File: config.mk
export PLATFORM = sky130hd
export DESIGN_NAME = toggle_cover_reporter
export DESIGN_NICKNAME = d
export VERILOG_FILES = /design/src/rtl/toggle_cover_reporter.sv
export SDC_FILE = /design/constraint.sdc
export NUM_CORES = 1
export LEC_CHECK = 0
export ABC_AREA = 1
export BUFFER_PORTS_ARGS = -buffer_cell sky130_fd_sc_hd__buf_4
export CAP_MARGIN = 20
export CORE_ASPECT_RATIO = 1.5
export CORE_UTILIZATION = 52
export DETAILED_ROUTE_END_ITERATION = 12
export PLACE_DENSITY_LB_ADDON = 0.1
export RECOVER_POWER = 50
export SLEW_MARGIN = 30
export SYNTH_ARGS = -nofsm -noshare
export SYNTH_HDL_FRONTEND = slang
export SYNTH_SLANG_ARGS = --single-unit
File: constraint.sdc
create_clock -name clock -period 7.2 [get_ports clock]
set_input_delay 0.72 -clock clock [delete_from_list [all_inputs] [get_ports clock]]
set_output_delay 0.72 -clock clock [all_outputs]
set_load 0.02 [all_outputs]
File: src/rtl/toggle_cover_reporter.sv
// Toggle coverage reporter. Sticky per-point covered bitmap and a pending set
// of first-time hits. Pending hits are reported lowest bit first as global
// cover indices over a valid/ready stream.
//
// Handshake: a report transfers on a rising edge where rpt_valid && rpt_ready.
// Once rpt_valid is raised, it stays high and rpt_index stays stable until that
// transfer happens, even across clear. After a transfer, the next pending point
// is loaded on the same edge, so back-to-back reports have no gap.
module toggle_cover_reporter #(
  parameter int              WIDTH       = 32,
  parameter longint unsigned COVER_INDEX = 0,
  parameter int              IDX_W       = 64,
  localparam int             CNT_W       = $clog2(WIDTH + 1)
) (
  input  logic             clock,
  input  logic             reset,
  input  logic [WIDTH-1:0] valid,
  input  logic             enable,
  input  logic             clear,
  output logic             rpt_valid,
  input  logic             rpt_ready,
  output logic [IDX_W-1:0] rpt_index,
  output logic [WIDTH-1:0] covered,
  output logic [CNT_W-1:0] covered_count,
  output logic             all_covered,
  output logic             fsm_state
);

  localparam int SEL_W = (WIDTH > 1) ? $clog2(WIDTH) : 1;

  typedef enum logic {
    IDLE = 1'b0,
    SEND = 1'b1
  } state_t;

  state_t           state;
  state_t           state_next;
  logic [WIDTH-1:0] pending;
  logic [WIDTH-1:0] pending_next;
  logic [WIDTH-1:0] covered_next;
  logic [WIDTH-1:0] hit;
  logic [WIDTH-1:0] sel_onehot;
  logic [SEL_W-1:0] sel_idx;
  logic [CNT_W-1:0] hit_count;
  logic [CNT_W-1:0] count_next;
  logic             sample;
  logic             handshake;
  logic             load;

  // A held report is visible only in SEND, so rpt_valid follows the state register.
  assign rpt_valid = (state == SEND);
  assign fsm_state = (state == SEND);

  // Lowest set pending bit as an index and as a one-hot mask.
  // The loop runs downward, so the last match is the lowest bit.
  always_comb begin
    sel_idx    = '0;
    sel_onehot = '0;
    for (int i = WIDTH - 1; i >= 0; i--) begin
      if (pending[i]) begin
        sel_idx       = SEL_W'(i);
        sel_onehot    = '0;
        sel_onehot[i] = 1'b1;
      end
    end
  end

  // Sample new hits and count them. Clear masks sampling for the cycle.
  always_comb begin
    sample    = enable & ~clear;
    hit       = sample ? (valid & ~covered) : '0;
    hit_count = '0;
    for (int i = 0; i < WIDTH; i++) begin
      hit_count = hit_count + CNT_W'(hit[i]);
    end
    covered_next = clear ? '0 : (covered | (sample ? valid : '0));
    count_next   = clear ? '0 : (covered_count + hit_count);
  end

  // Decide whether a new report loads this edge, and compute the next pending set.
  // Clear empties pending and blocks any new load. A held report still completes.
  always_comb begin
    handshake    = rpt_valid & rpt_ready;
    load         = ~clear && (pending != '0) && ((state == IDLE) || handshake);
    pending_next = clear ? '0 : ((pending & ~(load ? sel_onehot : '0)) | hit);
    state_next   = state;
    case (state)
      IDLE:    if (load) state_next = SEND;
      SEND:    if (handshake && !load) state_next = IDLE;
      default: state_next = IDLE;
    endcase
  end

  // FSM state register.
  always_ff @(posedge clock or posedge reset) begin
    if (reset) state <= IDLE;
    else       state <= state_next;
  end

  // Coverage bitmap, pending set, count, and report index registers.
  always_ff @(posedge clock or posedge reset) begin
    if (reset) begin
      covered       <= '0;
      pending       <= '0;
      covered_count <= '0;
      all_covered   <= 1'b0;
      rpt_index     <= '0;
    end else begin
      covered       <= covered_next;
      pending       <= pending_next;
      covered_count <= count_next;
      all_covered   <= (count_next == CNT_W'(WIDTH));
      if (load) rpt_index <= IDX_W'(COVER_INDEX) + IDX_W'(sel_idx);
    end
  end

endmodule
After elaboration in Yosys (flattened, before gate mapping) --
Cells that the tools add are included.
Storage, ports and cells: register bits 77, latch bits 0, ROM bits 0, memories kept 0, output and inout bits 105, RAM bits 0
Cells by class: reductions and logical operators 6, multiplexer cells 73, bitwise operators 10, div/mod/pow operators 0, equal/unequal tests 1, shifts and indexed selects 0, $mul 0, order comparisons 0, add/subtract/negate cells 32
Operators by type and width (count):
- 2-to-1 mux 32 bit | 37
- 2-to-1 mux 5 bit | 32
- adder 6 x 1 -> 6 bit | 26
- AND 32 bit | 2
- NOT 32 bit | 2
- bitwise OR 32 bit | 2
- nonzero test 32 bit | 1
- adder 5 x 1 -> 6 bit | 1
- adder 6 bit | 1
- equality test 6 bit (second input constant) | 1
- 2-to-1 mux 6 bit | 1
- adder 4 x 1 -> 5 bit | 1
- adder 3 x 1 -> 4 bit | 1
- adder 2 x 1 -> 3 bit | 1
- logical AND 1 bit | 3
- adder 1 x 1 -> 2 bit | 1
- AND 1 bit | 2
- 2-to-1 mux 1 bit | 2
- NOT 1 bit | 2
- case mux 1 bit (2 select lines) | 1
- logical NOT 1 bit | 1
- logical OR 1 bit | 1

Logic depth before layout (Yosys ltp) --
Gate-level depths: netlist (run 1).
depth after elaboration 37, mapped depth 31

Worst setup path before layout (run 1) --
No wires, ideal clock.
kind in2reg, start point input port clear, end point register all_covered, stages 20, data arrival time 5.977 ns, buffers on the path 1, setup time 0.101 ns, setup slack 1.122 ns, cells stage by stage inv_1 -> nand2_1 -> inv_2 -> clkbuf_1 -> nand3_1 -> fa_1 -> fa_1 -> fa_1 -> fa_1 -> fa_1 -> fa_1 -> fa_1 -> fa_1 -> nor2_1 -> nor2_1 -> nor2_1 -> nor2_1 -> o21ai_0 -> a21oi_1 -> nor4_1
On the way: word-level cells in the longest chain between the ends 37
Ends and longest elaborated chain:
- start, declared | RTL line 19 | input logic clear,
- NOT 1 bit | RTL line 70 | sample = enable & ~clear;
- AND 1 bit | RTL line 70
- 2-to-1 mux 32 bit | RTL line 71 | hit = sample ? (valid & ~covered) : '0;
- adder 1 x 1 -> 2 bit | RTL line 74 | hit_count = hit_count + CNT_W'(hit[i]);
- adder 2 x 1 -> 3 bit | RTL line 74
- adder 3 x 1 -> 4 bit | RTL line 74
- adder 4 x 1 -> 5 bit | RTL line 74
- adder 5 x 1 -> 6 bit | RTL line 74
- adder 6 x 1 -> 6 bit (26 in a row) | RTL line 74
- adder 6 bit | RTL line 77 | count_next = clear ? '0 : (covered_count + hit_count);
- 2-to-1 mux 6 bit * | RTL line 77
- net count_next[4] | RTL line 45 | logic [CNT_W-1:0] count_next;
- equality test 6 bit * | RTL line 112 | all_covered <= (count_next == CNT_W'(WIDTH));
- end signal, assigned | RTL line 112
- end, declared | RTL line 25 | output logic all_covered,
Mark *: on every way through the listed nets, which the timed path passes. The rest lies on a longest branch. A chain may end at the register's enable or synchronous reset.

Worst setup path after layout (run 1) --
Same ends and word-level chain as after synthesis.

==> impl_metrics.tcl, run 1 <==
set metrics [dict create \
    status "finished, violations left" \
    violations "capacitance limit, slew limit" \
    finalWeightedCongestion 0.863 \
    globalRouteTotalUtil_pct 26.1 \
    period_minus_slack_ps 6210 \
    dpl.hpwl_mm 8.85 \
    post_drt_wl_per_cell_microns 14.4 \
    synth_simple_gate_area_share_pct 16.0 \
    drcViolationCount 0 \
    ys.flop_type "dfrtp_1" \
    clkLatencyLatePin_ps 340 \
    clockBufferDepth 2 \
    fillCellCount 813 \
    setup_ws_ps 989 \
    synthAdderAreaFrac_pct 13.8 \
    layout-drive-gt1-share_pct 16.4 \
    ios 142 \
    ys_seq_area_share_pct 39.5 \
    fin_crit_sh_pct 86.3 \
    place_inst 770 \
    portBuffers 82 \
    combPwrFrac_pct 38.3 \
    die_y_microns 121 \
    grt_pass1_vias 3909 \
    synthArstFlopShare_pct 100 \
    drv_cap 2 \
    post-cts-setup-buffers 0 \
    startpoint "clear" \
    fmax_mhz 161 \
    cts_tree "yes" \
    startpoint_type "input port" \
    synth_compound_area_share_pct 11.5 \
    worstSetupPathType "in2reg" \
    ir_drop_uv 255 \
    rows 42 \
    synthTopCellsByCount "inv_1, nand2_1, dfrtp_1" \
    r2r_start "covered[0]" \
    die_area_sq_um 9780 \
    die_w_microns 81.1 \
    cp.arrival_ps 6450 \
    nets 746 \
    switching_share_pct 37.4 \
    synth_edf_count 0 \
    synth_top_family_by_area "buffers and inverters" \
    avgViaCountPerCell 4.93 \
    netlist_top_cells_area "dfrtp_1, fa_1, buf_4, inv_1, nand2_1" \
    yosys_warnings 0 \
    synth_xor_area_share_pct 0.359 \
    relSlewSlack_pct -174 \
    grt_max_degree 78 \
    synth_top_area_share_pct 39.5 \
    syn_avg_cell_area_sq_um 8.28 \
    final_util_pct 62.8 \
    clock-sinks 77 \
    r2r-end "all_covered" \
    overflow 0 \
    grt_pass1_wl_mm 18.7 \
    finalNonFillerCells 786 \
    power.leakage_nw 2.96 \
    dr.pass1.iters 4 \
    reg2reg_depth 17 \
    power.switching_mw 0.588 \
    ctsRootBufferMaster "clkbuf_16" \
    p_seq_share_pct 32.6 \
    tightest_slew_ps 4110 \
    r2r_slack_ps 1620 \
    clock_power_share_pct 29.1 \
    ctsResizeCount 0 \
    start_util_pct 54.3 \
    num_vias 3877 \
    diodes 0 \
    drt-initial-drc-count 172 \
    synthCells 589 \
    ys_seq_elements 77 \
    holdPathStages 2 \
    ctsHoldBuffers 0 \
    yosysTopAreaCell "dfrtp_1" \
    ys_types 32 \
    syn_area_sq_um 4880 \
    ant_nets 0 \
    coreArea_sq_um 8990 \
    clk_pin_slew_ps 60 \
    dp_slack_ps 737 \
    setup_violations 0 \
    crit_fanout 14 \
    antenna_found_initial 0 \
    synth.most_common_cell "inv_1" \
    cp.required_ps 7440 \
    numCtsBuffers 9 \
    slew_violations 138 \
    rsz0062_at_grt "false" \
    synthMuxAreaShare_pct 0 \
    synthToLayoutAreaGrowth_pct 15.7 \
    p_int_mw 0.984 \
    p_per_area_nw_per_um2 279 \
    routed_wl_mm 11.3 \
    hold_class "reg2reg" \
    worst_setup_path_end_kind "flip-flop" \
    whs_endpoint "rpt_index[4]" \
    min_from "rpt_index[4]" \
    tns_ps 0 \
    hold_violations 0 \
    fin_skew_ps 6.53 \
    htreeDepth 3 \
]
[registers in the layout (all words and copies together) (netlist names)]
name / cells
pending: 32
fsm_state: 1
rpt_index: 5
covered: 32
all_covered: 1
covered_count: 6
[layer usage]
layer / wire length [microns] / track usage (%)
met2: 6190 / 45.7
met3: 372 / 4.60
met4: 487 / 13.4
met1: 4240 / 29.5
met5: 0 / 0
[worst max-delay path by stage]
stage | end | slack (ps) | cells past startpoint
6_report | all_covered | 990 | 21
3_5_place_dp | all_covered | 740 | 20
2_1_floorplan | all_covered | 1120 | 20
5_1_grt | all_covered | 620 | 21
4_1_cts | all_covered | 1070 | 20
3_3_place_gp | all_covered | 920 | 20
[power by group through the flow]
stage	clock [mW]	combinational [mW]	sequential, mW
6_report	0.457	0.603	0.512
5_1_grt	0.484	0.689	0.519
4_1_cts	0.464	0.609	0.512
3_5_place_dp	0	0.596	0.519
3_3_place_gp	0	0.577	0.518
2_1_floorplan	0	0.399	0.556
[layout by cell type (no fill, tap or decap), types with 2 or more instances in the layout]
cell and instances:
conb_1 59, dfrtp_1 77, clkbuf_16 9, clkinv_2 2, nor2_2 2, fa_1 26, nand3_1 34, nor2_1 42
ha_1 12, nand2_1 91, a32o_1 2, buf_4 76, nor3_1 9, nand4_1 3, xnor2_1 2, o21ai_0 37
inv_1 95, clkinvlp_4 3, o21ai_1 14, o31ai_1 7, inv_2 13, a21oi_1 36, clkbuf_1 10
[kinds of logic after synthesis]
kind of cell / after synthesis
simple gates: 185
xor+xnor: 2
flops: 77
other cells: 1
buf+inv: 183
fa+ha+maj: 38
compound gates: 103
[critical path, stage by stage]
cell      delay, ps
clkbuf_1         90
inv_1            50
nand2_1         100
clkbuf_1        460
nor3_1          190
fa_1            560
inv_1            60
fa_1            580
fa_1            440
fa_1            480
fa_1            540
fa_1            450
fa_1            430
fa_1            450
nor2_1          150
nor2_1           60
nor2_1          100
nor2_1           70
o21ai_0         160
a21oi_1          70
nor4_1          250
[metrics by stage]
stage               hold WS (ps)  total power [mW]  area (sq um)
global route                 532              1.69          5640
floorplan                    509             0.956          5090
detailed placement           476              1.12          5380
CTS                          491              1.58          5680
global placement             464              1.09          5380
finish                       491              1.57          5640
[layout make-up]
cell class | count | area [sq um] | area share (%)
repair buffers | 87 | 616 | 10.9
clock inverters | 6 | 62.6 | 1.11
flip-flops and latches | 77 | 1930 | 34.1
multi-input cells | 387 | 2250 | 39.9
inverters | 109 | 409 | 7.25
well taps | 110 | 138 | 2.44
clock buffers | 10 | 239 | 4.24
Note: power is estimated with default switching activity, not from simulation.
==> inputs of run 2 (changes only) <==
Settings changed: CORE_UTILIZATION 52 to 25, PLACE_DENSITY_LB_ADDON 0.1 to 0.12.
==> run 2 against run 1 <==
Effect of this change: the run still ends with capacitance limit, slew limit left; sequential cell count did not move; total power rose by 0.63%; highest routed layer unchanged; core utilization fell by 32 points; non-clock buffer count rose by 2; critical endpoint unchanged; critical path type unchanged; via count fell by 0.26%; first-iteration DRC count fell by 34%.
==> impl_metrics.tcl, run 2 (same netlist as run 1, synthesis figures left out) <==
set metrics [dict create \
    cp.arrival_ps 6410 \
    crit_family "adder cells" \
    max_stage_delay_ps 580 \
    power.total_mw 1.58 \
    rows 62 \
    ctsRootBufferMaster "clkbuf_16" \
    worstSetupPathType "in2reg" \
    dpl.hpwl_mm 10.7 \
    worst_setup_path_end_kind "flip-flop" \
    power.leakage_nw 3.00 \
    critical_path_buf_inv_count 4 \
    dr.pass1.iters 4 \
    holdPathStages 2 \
    fmax_mhz 162 \
    die_area_sq_um 20100 \
    relSlewSlack_pct -192 \
    ctsResizeCount 0 \
    tightest_slew_ps 4370 \
    cpMaxStageDelayCell "fa_1" \
    finalWeightedCongestion 0.779 \
    crit_fanout 14 \
    overflow 0 \
    slew_violations 138 \
    hold_class "reg2reg" \
    nets 748 \
    numCtsBuffers 9 \
    num_vias 3867 \
    fillCellCount 2068 \
    die_w_microns 116 \
    cp.required_ps 7450 \
    drv_cap 2 \
    crit_top_cell "fa_1" \
    clk_pin_slew_ps 60 \
    clockBufferDepth 2 \
    crit_chain "clkbuf_1 -> inv_1 -> nand2_1 -> clkbuf_1 -> nor3_1 -> fa_1 -> inv_1 -> fa_1 -> fa_1 -> fa_1 -> fa_1 -> fa_1 -> fa_1 -> fa_1 -> nor2_1 -> nor2_1 -> nor2_1 -> nor2_1 -> o21ai_0 -> a21oi_1 -> nor4_1" \
    reg2reg_depth 17 \
    fin_skew_ps 7.00 \
    place_area_sq_um 5580 \
    htreeDepth 3 \
    cts_tree "yes" \
    startpoint_type "input port" \
    tns_ps 0 \
    die_y_microns 173 \
    final_common_cell "inv_1" \
    status "finished, violations left" \
    ant_nets 0 \
    p_per_area_nw_per_um2 270 \
    post_drt_wl_per_cell_microns 14.4 \
    grt_max_degree 78 \
    globalRouteTotalUtil_pct 14.4 \
    mostFrequentLayoutCells "inv_1, nand2_1, buf_4, dfrtp_1, conb_1" \
    whs_endpoint "rpt_index[0]" \
    diodes 0 \
    grt_pass1_vias 4012 \
    layout-drive-gt1-share_pct 17.4 \
    clock-sinks 77 \
    final_util_pct 30.6 \
    min_from "rpt_index[0]" \
    drcViolationCount 0 \
    setup_violations 0 \
    fin_crit_sh_pct 85.5 \
    start_util_pct 25.5 \
    dp_slack_ps 794 \
    period_minus_slack_ps 6150 \
    clkLatencyLatePin_ps 350 \
    avgViaCountPerCell 4.14 \
    rsz0062_at_grt "false" \
    violations "capacitance limit, slew limit" \
    synthToLayoutAreaGrowth_pct 20.2 \
    setup_ws_ps 1050 \
    r2r_slack_ps 1590 \
    antenna_found_initial 0 \
    portBuffers 82 \
    ios 142 \
    r2r-end "all_covered" \
    routed_wl_mm 13.5 \
    design_area_sq_um 5860 \
    r2r_start "covered[2]" \
    ir_drop_uv 126 \
    hold_violations 0 \
    coreArea_sq_um 19200 \
    grt_pass1_wl_mm 21.3 \
    post-cts-setup-buffers 0 \
    drt-initial-drc-count 113 \
    ctsHoldBuffers 0 \
    top_regs "covered (32), pending (32), covered_count (6)" \
]
## run 2: cell count changes in the layout (fill, tap and decap cells not counted)
cell | before | now
buf_4 | 76 | 84
clkbuf_1 | 10 | 5
clkinv_4 | 0 | 2
clkinvlp_4 | 3 | 1
clkinv_2 | 2 | 1
## run 2: area by class of cell
| cell class | instances | area [sq um] | area share [%] |
|---|---|---|---|
| repair buffers | 89 | 653 | 11.1 |
| inverters | 109 | 409 | 6.98 |
| well taps | 256 | 320 | 5.46 |
| flip-flops and latches | 77 | 1930 | 32.9 |
| multi-input cells | 387 | 2250 | 38.4 |
| clock inverters | 5 | 60.1 | 1.02 |
| clock buffers | 11 | 243 | 4.14 |
## run 2: per-layer routing
layer / wire, microns / track usage, % / up-vias
li1: - / - / 1902
met1: 5060 / 15.2 / 1839
met2: 7780 / 27.6 / 109
met3: 370 / 2.07 / 17
met4: 266 / 6.09 / 0
met5: 0 / 0 / -
## run 2: worst register-to-register path, delay by kind of cell, from the launching register on
family	cells	cell delay, ps
adders and majority gates	8	3770
buffers and inverters	1	80
DFF	1	390
AOI/OAI and AO/OA	2	210
and+or+nand+nor	6	1070
## run 2: worst max-delay path by stage
stage	to	startpoint	cells after the start	slack [ps]
6_report	all_covered	clear	21	1050
5_1_grt	all_covered	clear	21	660
4_1_cts	all_covered	clear	21	1140
3_5_place_dp	all_covered	clear	21	790
3_3_place_gp	all_covered	clear	21	790
2_1_floorplan	all_covered	clear	20	1120
## run 2: through the flow
step                instances  hold slack (ps)
floorplan                 647              509
global placement          918              475
detailed placement        918              479
CTS                       934              496
global route              934              522
finish                    934              487
## run 2: power breakdown
part / total (mW) / internal (mW) / switching (mW)
sequential: 0.515 / 0.479 / 0.0356
combinational: 0.599 / 0.226 / 0.372
clock: 0.468 / 0.279 / 0.189
total: 1.58 / 0.984 / 0.597
